[config.mk]
export PLATFORM = sky130hd
export DESIGN_NAME = xtea_word_driver
export DESIGN_NICKNAME = d
export VERILOG_FILES = /design/src/rtl/xtea_pkg.sv /design/src/rtl/xtea_word_sreg.sv /design/src/rtl/xtea_word_driver.sv
export SDC_FILE = /design/constraint.sdc
export NUM_CORES = 1
export LEC_CHECK = 0
export CAP_MARGIN = 30
export CORE_AREA = 2 2 244 246
export DETAILED_ROUTE_END_ITERATION = 6
export DIE_AREA = 0 0 246 248
export GPL_TIMING_DRIVEN = 0
export PLACE_DENSITY_LB_ADDON = 0.05
export RECOVER_POWER = 50
export SYNTH_ARGS = -nofsm -noshare
export SYNTH_HDL_FRONTEND = slang
export SYNTH_SLANG_ARGS = --single-unit
[constraint.sdc]
create_clock -name clock -period 4.2 [get_ports clock]
set_input_delay 0.63 -clock clock [delete_from_list [all_inputs] [get_ports clock]]
set_output_delay 0.63 -clock clock [all_outputs]
set_load 0.02 [all_outputs]
[src/rtl/xtea_pkg.sv]
// Shared widths, FSM state encoding and word-slot mapping for the XTEA word driver.
package xtea_pkg;

   localparam int unsigned WORDS   = 4;
   localparam int unsigned WORD_W  = 32;
   localparam int unsigned BLOCK_W = 128;
   localparam int unsigned IDX_W   = 2;

   typedef enum logic [2:0] {
      ST_IDLE,
      ST_LOAD_KEY,
      ST_LOAD_DATA,
      ST_START,
      ST_WAIT_CORE,
      ST_SEND
   } state_t;

   // Word 0 of a group lives in the most-significant slot of the block.
   function automatic logic [IDX_W-1:0] word_slot(input logic [IDX_W-1:0] idx);
      return IDX_W'(WORDS - 1) - idx;
   endfunction

endpackage

[src/rtl/xtea_word_sreg.sv]
// 4x32 word buffer: indexed write, indexed read, parallel load and synchronous clear.
module xtea_word_sreg
   import xtea_pkg::*;
(
   input  logic               clock,
   input  logic               clear,
   input  logic               wr_en,
   input  logic [IDX_W-1:0]   wr_idx,
   input  logic [WORD_W-1:0]  wr_data,
   input  logic               load_en,
   input  logic [BLOCK_W-1:0] load_data,
   input  logic [IDX_W-1:0]   rd_idx,
   output logic [WORD_W-1:0]  rd_data,
   output logic [BLOCK_W-1:0] block
);

   logic [WORDS-1:0][WORD_W-1:0] mem;

   always_ff @(posedge clock) begin
      if (clear) begin
         mem <= '0;
      end else if (load_en) begin
         mem <= load_data;
      end else if (wr_en) begin
         mem[word_slot(wr_idx)] <= wr_data;
      end
   end

   assign rd_data = mem[word_slot(rd_idx)];
   assign block   = mem;

endmodule

[src/rtl/xtea_word_driver.sv]
// Host-side initiator for the XTEA core: gathers key/data words, starts the core,
// waits for its result with a timeout and streams the result back as four words.
module xtea_word_driver
   import xtea_pkg::*;
#(
   parameter int unsigned TIMEOUT_CYCLES = 1023
) (
   input  logic               clock,
   input  logic               reset,
   input  logic [WORD_W-1:0]  word_in,
   input  logic               word_valid,
   output logic               word_ready,
   input  logic               mode_in,
   input  logic               key_keep,
   output logic [WORD_W-1:0]  out_word,
   output logic               out_valid,
   input  logic               out_ready,
   output logic               busy,
   output logic               err,
   output logic [BLOCK_W-1:0] core_data_i,
   output logic [BLOCK_W-1:0] core_key,
   output logic               core_configuration,
   output logic               core_start,
   input  logic               core_ready,
   input  logic [BLOCK_W-1:0] core_data_o
);

   localparam int unsigned CNT_W = $clog2(TIMEOUT_CYCLES + 1);

   state_t             state;
   logic [IDX_W-1:0]   idx;
   logic [CNT_W-1:0]   cnt;
   logic [CNT_W-1:0]   cnt_nxt;
   logic               key_valid;

   logic               xfer;
   logic               key_reuse;
   logic               key_wr;
   logic               data_wr;
   logic [IDX_W-1:0]   wr_idx;
   logic [IDX_W-1:0]   rd_idx;
   logic               res_load;
   logic               timeout;
   logic [WORD_W-1:0]  res_word;

   logic [WORD_W-1:0]  key_rd_unused;
   logic [WORD_W-1:0]  data_rd_unused;
   logic [BLOCK_W-1:0] res_block_unused;

   assign word_ready = !reset &&
                       (state == ST_IDLE || state == ST_LOAD_KEY || state == ST_LOAD_DATA);
   assign xfer       = word_valid && word_ready;
   assign key_reuse  = key_keep && key_valid;
   assign busy       = (state != ST_IDLE);
   assign cnt_nxt    = cnt + CNT_W'(1);
   assign res_load   = (state == ST_WAIT_CORE) && core_ready;
   // Counting the current WAIT cycle gives at most TIMEOUT_CYCLES cycles from start to ready.
   assign timeout    = (state == ST_WAIT_CORE) && !core_ready && (cnt_nxt == CNT_W'(TIMEOUT_CYCLES));
   // Look one word ahead so the output register holds the next word after a handshake.
   assign rd_idx     = idx + IDX_W'(1);

   // Steer accepted words into the key or data buffer.
   always_comb begin
      key_wr  = 1'b0;
      data_wr = 1'b0;
      wr_idx  = idx;
      case (state)
         ST_IDLE: begin
            wr_idx  = '0;
            key_wr  = xfer && !key_reuse;
            data_wr = xfer && key_reuse;
         end
         ST_LOAD_KEY:  key_wr  = xfer;
         ST_LOAD_DATA: data_wr = xfer;
         default: ;
      endcase
   end

   xtea_word_sreg u_key (
      .clock     (clock),
      .clear     (reset),
      .wr_en     (key_wr),
      .wr_idx    (wr_idx),
      .wr_data   (word_in),
      .load_en   (1'b0),
      .load_data ('0),
      .rd_idx    ('0),
      .rd_data   (key_rd_unused),
      .block     (core_key)
   );

   xtea_word_sreg u_data (
      .clock     (clock),
      .clear     (reset),
      .wr_en     (data_wr),
      .wr_idx    (wr_idx),
      .wr_data   (word_in),
      .load_en   (1'b0),
      .load_data ('0),
      .rd_idx    ('0),
      .rd_data   (data_rd_unused),
      .block     (core_data_i)
   );

   xtea_word_sreg u_result (
      .clock     (clock),
      .clear     (reset || timeout),
      .wr_en     (1'b0),
      .wr_idx    ('0),
      .wr_data   ('0),
      .load_en   (res_load),
      .load_data (core_data_o),
      .rd_idx    (rd_idx),
      .rd_data   (res_word),
      .block     (res_block_unused)
   );

   always_ff @(posedge clock) begin
      if (reset) begin
         state              <= ST_IDLE;
         idx                <= '0;
         cnt                <= '0;
         key_valid          <= 1'b0;
         err                <= 1'b0;
         core_start         <= 1'b0;
         core_configuration <= 1'b0;
         out_valid          <= 1'b0;
         out_word           <= '0;
      end else begin
         core_start <= 1'b0;
         case (state)
            ST_IDLE: begin
               if (xfer) begin
                  core_configuration <= mode_in;
                  err                <= 1'b0;
                  idx                <= IDX_W'(1);
                  if (key_reuse) begin
                     state <= ST_LOAD_DATA;
                  end else begin
                     key_valid <= 1'b0;
                     state     <= ST_LOAD_KEY;
                  end
               end
            end
            ST_LOAD_KEY: begin
               if (xfer) begin
                  idx <= idx + IDX_W'(1);
                  if (idx == IDX_W'(WORDS - 1)) begin
                     key_valid <= 1'b1;
                     state     <= ST_LOAD_DATA;
                  end
               end
            end
            ST_LOAD_DATA: begin
               if (xfer) begin
                  idx <= idx + IDX_W'(1);
                  if (idx == IDX_W'(WORDS - 1)) begin
                     core_start <= 1'b1;
                     state      <= ST_START;
                  end
               end
            end
            ST_START: begin
               cnt   <= '0;
               state <= ST_WAIT_CORE;
            end
            ST_WAIT_CORE: begin
               cnt <= cnt_nxt;
               if (core_ready) begin
                  out_word  <= core_data_o[BLOCK_W-1 -: WORD_W];
                  out_valid <= 1'b1;
                  idx       <= '0;
                  state     <= ST_SEND;
               end else if (timeout) begin
                  err   <= 1'b1;
                  state <= ST_IDLE;
               end
            end
            ST_SEND: begin
               if (out_ready) begin
                  idx <= idx + IDX_W'(1);
                  if (idx == IDX_W'(WORDS - 1)) begin
                     out_valid <= 1'b0;
                     state     <= ST_IDLE;
                  end else begin
                     out_word <= res_word;
                  end
               end
            end
            default: state <= ST_IDLE;
         endcase
      end
   end

endmodule

## After elaboration in Yosys (flattened, before gate mapping)

Cells that the tools add are included.

- Bits in latches: 0
- Memories: 0
- ROM bits: 0
- Bits in registers: 436
- Output and inout port bits: 294
- RAM bits: 0
- Input port bits: 167

- Reductions and logical operators: 31
- $add $sub $neg: 4
- Multipliers: 0
- Equality and inequality tests: 21
- Shift-type cells: 0
- Bitwise gates (word level): 2
- Order comparisons: 3
- Div/mod/pow operators: 0
- Mux-type cells: 44

Operator list:

| cell | count |
|---|---|
| 128-bit bitwise mux | 2 |
| 32-bit 2-to-1 mux | 5 |
| 32-bit binary-select mux with 2-bit select | 1 |
| 32-bit demux with 2-bit select | 1 |
| 32-bit one-hot mux with 2 select lines | 1 |
| 3-bit 2-to-1 mux | 9 |
| 2-bit != test, second input constant | 10 |
| 10-bit one-hot mux with 2 select lines | 1 |
| 3-bit one-hot mux with 6 select lines | 1 |
| 2-bit 2-to-1 mux | 6 |
| 4-bit AND reduction | 3 |
| 1-bit 2-to-1 mux | 11 |
| 10-bit by 1-bit adder with 10-bit output, second input constant | 1 |
| 10-bit == test, second input constant | 1 |
| 1-bit one-hot mux with 2 select lines | 5 |
| 5-bit AND reduction | 2 |
| 1-bit logical AND | 9 |
| 2-bit one-hot mux with 4 select lines | 1 |
| 8-bit AND reduction | 1 |
| 2-bit nonzero test | 4 |
| 3-bit by 2-bit == test with 1-bit output, second input constant | 2 |
| 3-bit == test, second input constant | 2 |
| 2-bit by 3-bit < comparator with 1-bit output, second input constant | 2 |
| 2-bit by 1-bit != test with 1-bit output, second input constant | 3 |
| other kinds (15) | 21 |

## Depth between registers and ports, before layout

- Depth in word-level cells: 8
- Mapped depth: 9

## By module

A second synthesis with hierarchy kept.

- Cells, all modules: 2,612
- Area total of the unflattened synthesis: 24,179.4 µm²

By module, submodules not included:

| module | cells each | area an instance (µm²) | sequential area each (µm²) | times used |
|---|---|---|---|---|
| xtea_word_sreg | 756 | 7,173.1 | 2,562.5 | 3 |
| xtea_word_driver | 344 | 2,660.1 | 1,041.0 | 1 |

## Least setup slack after synthesis

Ideal clock, no wire load.

- Kind: input -> register
- Start point: in reset
- End point: reg idx[0]
- Slack: 1.849 ns
- Required time: 4.109 ns
- Arrival: 2.260 ns
- Buffers on the path: 1
- Cell stages on the path: 6
- Cell sequence: buf_2 a211oi_1 a22oi_1 o22ai_1 a21oi_1 a311oi_1

- Word-level cells in the longest chain between the ends: 5
- Elaborated cells on any way between the ends: 6
- Those cells by class: 2 x eq/ne; 4 x reduce/logical

Ends and longest elaborated chain:

| element | RTL line | RTL |
|---|---|---|
| start: declaration | xtea_word_driver.sv:9 | `input logic reset,` |
| 1-bit zero test * | xtea_word_driver.sv:50 | `assign word_ready = !reset &&` |
| 1-bit logical AND * | xtea_word_driver.sv:50 |  |
| named net word_ready | xtea_word_driver.sv:12 | `output logic word_ready,` |
| 1-bit logical AND * | xtea_word_driver.sv:52 | `assign xfer = word_valid && word_ready;` |
| 2-bit by 1-bit != test with 1-bit output (no source line) or 2-bit != test (tied branches) | -- |  |
| 5-bit AND reduction (no source line) * | -- |  |
| end signal: assignment | xtea_word_driver.sv:147 | `idx <= idx + IDX_W'(1);` |
| end signal: assignment | xtea_word_driver.sv:156 | `idx <= idx + IDX_W'(1);` |
| end signal: assignment | xtea_word_driver.sv:181 | `idx <= idx + IDX_W'(1);` |
| end: declaration | xtea_word_driver.sv:31 | `logic [IDX_W-1:0] idx;` |

Mark *: on every way through the listed nets, which the timed path passes. The rest lies on a longest branch.
A chain may end at the register's enable or synchronous reset.

## Worst setup path in the final report

- Start point: reg state[2]
- End point: out word_ready

- Word-level cells in the longest chain between the ends: 4
- Elaborated cells on any way between the ends: 6
- Those cells by class: 2 x eq/ne; 4 x reduce/logical

Ends and longest elaborated chain:

| element | RTL line | RTL |
|---|---|---|
| start: declaration | xtea_word_driver.sv:30 | `state_t state;` |
| start signal: assignment | xtea_word_driver.sv:120 | `state <= ST_IDLE;` |
| start signal: assignment | xtea_word_driver.sv:138 | `state <= ST_LOAD_DATA;` |
| start signal: assignment | xtea_word_driver.sv:141 | `state <= ST_LOAD_KEY;` |
| 3-bit by 1-bit == test with 1-bit output or 3-bit zero test (tied branches) | xtea_word_driver.sv:51 | `(state == ST_IDLE \|\| state == ST_LOAD_KEY \|\| state == ST_LOAD_DATA);` |
| 1-bit logical OR | xtea_word_driver.sv:51 |  |
| 1-bit logical OR * | xtea_word_driver.sv:51 |  |
| 1-bit logical AND * | xtea_word_driver.sv:50 |  |
| end: declaration | xtea_word_driver.sv:12 |  |

Mark *: on every way between the ends. The rest lies on a longest branch, timed or not.

==> impl_metrics.toml <==
[outcome]
outcome = "complete, no violations"

[worst_setup_path]
max_stage_delay_ps = 790
crit_family = "buffers and inverters"
cp_num_cells = 3
crit_slowest_cell = "clkdlybuf4s50_1"
cp-endpoint = "word_ready"
reg2reg_from = "state[0]$_SDFFE_PP0P_"
crit_fanout = 10
cp-end-kind = "primary output"
criticalPathCategory = "reg -> out"
r2r_cells = 7
cp-startpoint = "state[2]$_SDFFE_PP0P_"
critPathLaunchType = "register"
crit_chain = "clkbuf_1, a211oi_1, clkdlybuf4s50_1"
required_ps = 3570
crit_buf_inv = 2
rrSetupSlack_ps = 1100
rr_endpoint = "out_word[28]$_SDFFE_PP0P_"
cp_data_arrival_time_ps = 2480

[logic_synthesis]
netlist_instances = 2111
yosys_warnings = 0
ys.flop_type = "dfxtp_1"
synth_edf_count = 0
netlist_top_cells_area = "dfxtp_1 (50%), nand2_1 (18%), a21oi_1 (8.6%), a21oi_2 (5.6%), mux4_2 (4.1%)"
synth.distinct_cells = 53
synth.largest_area_cell = "dfxtp_1"
synth-seq-area-share_pct = 50.2
synth_top_area_share_pct = 50.2
synth_most_common_cell = "nand2_1"
synth.avg_cell_area_um2 = 8.23
async_reset_ff_share_pct = 0
synth_nets = 2281
syn_area_um2 = 17400
synth.top_cells.by_count = "nand2_1 (819), dfxtp_1 (436), a21oi_1 (297)"
ys_seq_elements = 436

[sta]
hold_ws_ps = 374
tns_ps = 0
period_minus_slack_ps = 3110
rsz0062_at_grt = "no"
fin_skew_ps = 36.1
relSlewSlack_pct = 28.7
fin_ws_ps = 1090
drv_slew = 0
tightest_slew_ps = 1070
clock.fmax_mhz = 322
hold_violations = 0
fin_crit_sh_pct = 74.1
setup_violations = 0

[floorplan]
start_util_pct = 29.7
die_area_um2 = 61000
fp.coreArea_um2 = 58500
num_rows = 89
ios = 461
die_h_um = 248
die_w_um = 246

[placed_design]
port_buffers = 426
hpwl_um = 53500
post-place-ws_ps = 660
gp_routability_congestion = 0.814

[grt]
overflow = 0
grt_max_degree = 14
antenna_found_initial = 6
grtUsageTotal_pct = 22.6
first_global_vias = 16200
grt_first_pass_wirelength_um = 103000

[routing]
drtPass1Iterations = 5
drt-vias-per-instance = 4.81
initialDrtViolationCount = 1043
wl_per_cell_um = 20.8
wirelength_um = 70900
drtAntennaViolNets = 0
vias = 16400
drc = 0

[cells_and_area]
final_core_util_pct = 41.8
fin_nets = 2765
drive_above_1_share_pct = 11.6
areaGrowthSynthToFinish_pct = 40.6

[clock_network]
cts_hold_buffers = 0
root_buffer = "clkbuf_16"
cts_buffers = 51
clk_pin_slew_ps = 60
cts_tree = "done"
clk_latency_ps = 610
cts_setup_buffers = 0
cts_max_level = 2
clock_path_buffers = 3
clkSinkCount = 436
cts_resized = 0

[power_and_ir_drop]
power_density_nw_per_um2 = 418
ir_drop_v = 0.000276
p_leak_nw = 8.88
total_power_mw = 10.2

[worst_hold_path]
hold_path.class = "in -> reg"

[run]
maxCapViolCount = 0
==> where the power goes <==
part	internal (mW)	switching [mW]	total (mW)
combinational	0.464	0.809	1.27
sequential	4.23	0.0538	4.28
clock	2.81	1.84	4.65
total	7.50	2.71	10.2
==> worst register-to-register path: stages, from the launching register on <==
cell      delay, ps
dfxtp_1         300
clkbuf_1        310
clkbuf_1        490
nand3_1         140
a21oi_1         870
clkbuf_1        540
nor2_1           90
a311oi_1        270
==> logic make-up after synthesis <==
logic type	Yosys count	share of synthesized area [%]
AND/OR/NAND/NOR	957	21.8
AO/OA/AOI/OAI	472	17.2
flip-flops	436	50.2
buffers and inverters	205	6.03
multiplexers	34	4.27
XOR/XNOR	4	0.202
adder cells (fa/ha/maj)	3	0.216
==> flip-flops by register name, indices dropped and copies added, names as in the netlist <==
| signal | count |
|---|---|
| state | 3 |
| cnt | 10 |
| u_result.block | 128 |
| out_valid | 1 |
| idx | 2 |
| err | 1 |
| key_valid | 1 |
| core_start | 1 |
| out_word | 32 |
| core_configuration | 1 |
| u_data.block | 128 |
| u_key.block | 128 |
==> metal layers <==
metal	wire length, um	up-vias	share of wire, %	GRT usage, %
li1	-	7977	-	-
met1	29700	7805	42	28.0
met2	34000	524	48	38.2
met3	4960	113	7.0	5.29
met4	2170	6	3.1	7.91
met5	44	-	0.062	0
==> per-stage QoR <==
| step | area [um^2] | cells |
|---|---|---|
| finish | 24400 | 3413 |
| global route | 24400 | 3410 |
| CTS | 24400 | 3408 |
| detailed placement | 22700 | 3314 |
| global placement | 22600 | 3310 |
| floorplan | 17400 | 2111 |
==> area by class of cell <==
| type | instances | area (um^2) |
|---|---|---|
| buffer | 199 | 1020 |
| clock buffer | 80 | 1610 |
| fill | 5965 | 34000 |
| multi-input combinational | 1470 | 7610 |
| timing repair buffer | 431 | 4300 |
| inverter | 6 | 22.5 |
| tap | 773 | 967 |
| sequential | 436 | 8730 |
| clock inverter | 14 | 166 |
| antenna | 4 | 10.0 |
==> worst min-delay path by stage <==
| stage | slack, ps | from | to | depth (start not counted) |
|---|---|---|---|---|
| final | 370 | word_in[8] | u_key.block[8]$_SDFFE_PP0P_ | 3 |
| after global placement | 440 | u_data.block[32]$_SDFFE_PP0P_ | u_data.block[32]$_SDFFE_PP0P_ | 2 |
| after detailed placement | 450 | u_data.block[11]$_SDFFE_PP0P_ | u_data.block[11]$_SDFFE_PP0P_ | 2 |
| after floorplan | 430 | u_result.block[58]$_SDFFE_PP0P_ | u_result.block[58]$_SDFFE_PP0P_ | 2 |
| after global routing | 370 | word_in[13] | u_key.block[45]$_SDFFE_PP0P_ | 3 |
| after CTS | 350 | word_in[13] | u_data.block[13]$_SDFFE_PP0P_ | 3 |
==> cells in the final DEF (no fill, tap or decap), drive strengths merged, types with 2 or more instances in the layout <==
cell type        n
nand2          819
dfxtp          436
a21oi          408
dlygate4sd3    293
clkbuf         216
clkdlybuf4s50  133
buf             68
nor2            53
nand3           40
a311oi          35
mux4            32
nor3            11
o21ai            9
clkinv           9
inv              7
a211oi           5
and3             5
nand4            5
diode            4
or4              4
nor4             4
nand2b           3
nor2b            3
ha               3
bufinv           3
or3              3
xor2             2
xnor2            2
nand3b           2
nor3b            2
o31ai            2
a22oi            2
Power figures use the tool's default switching activity.
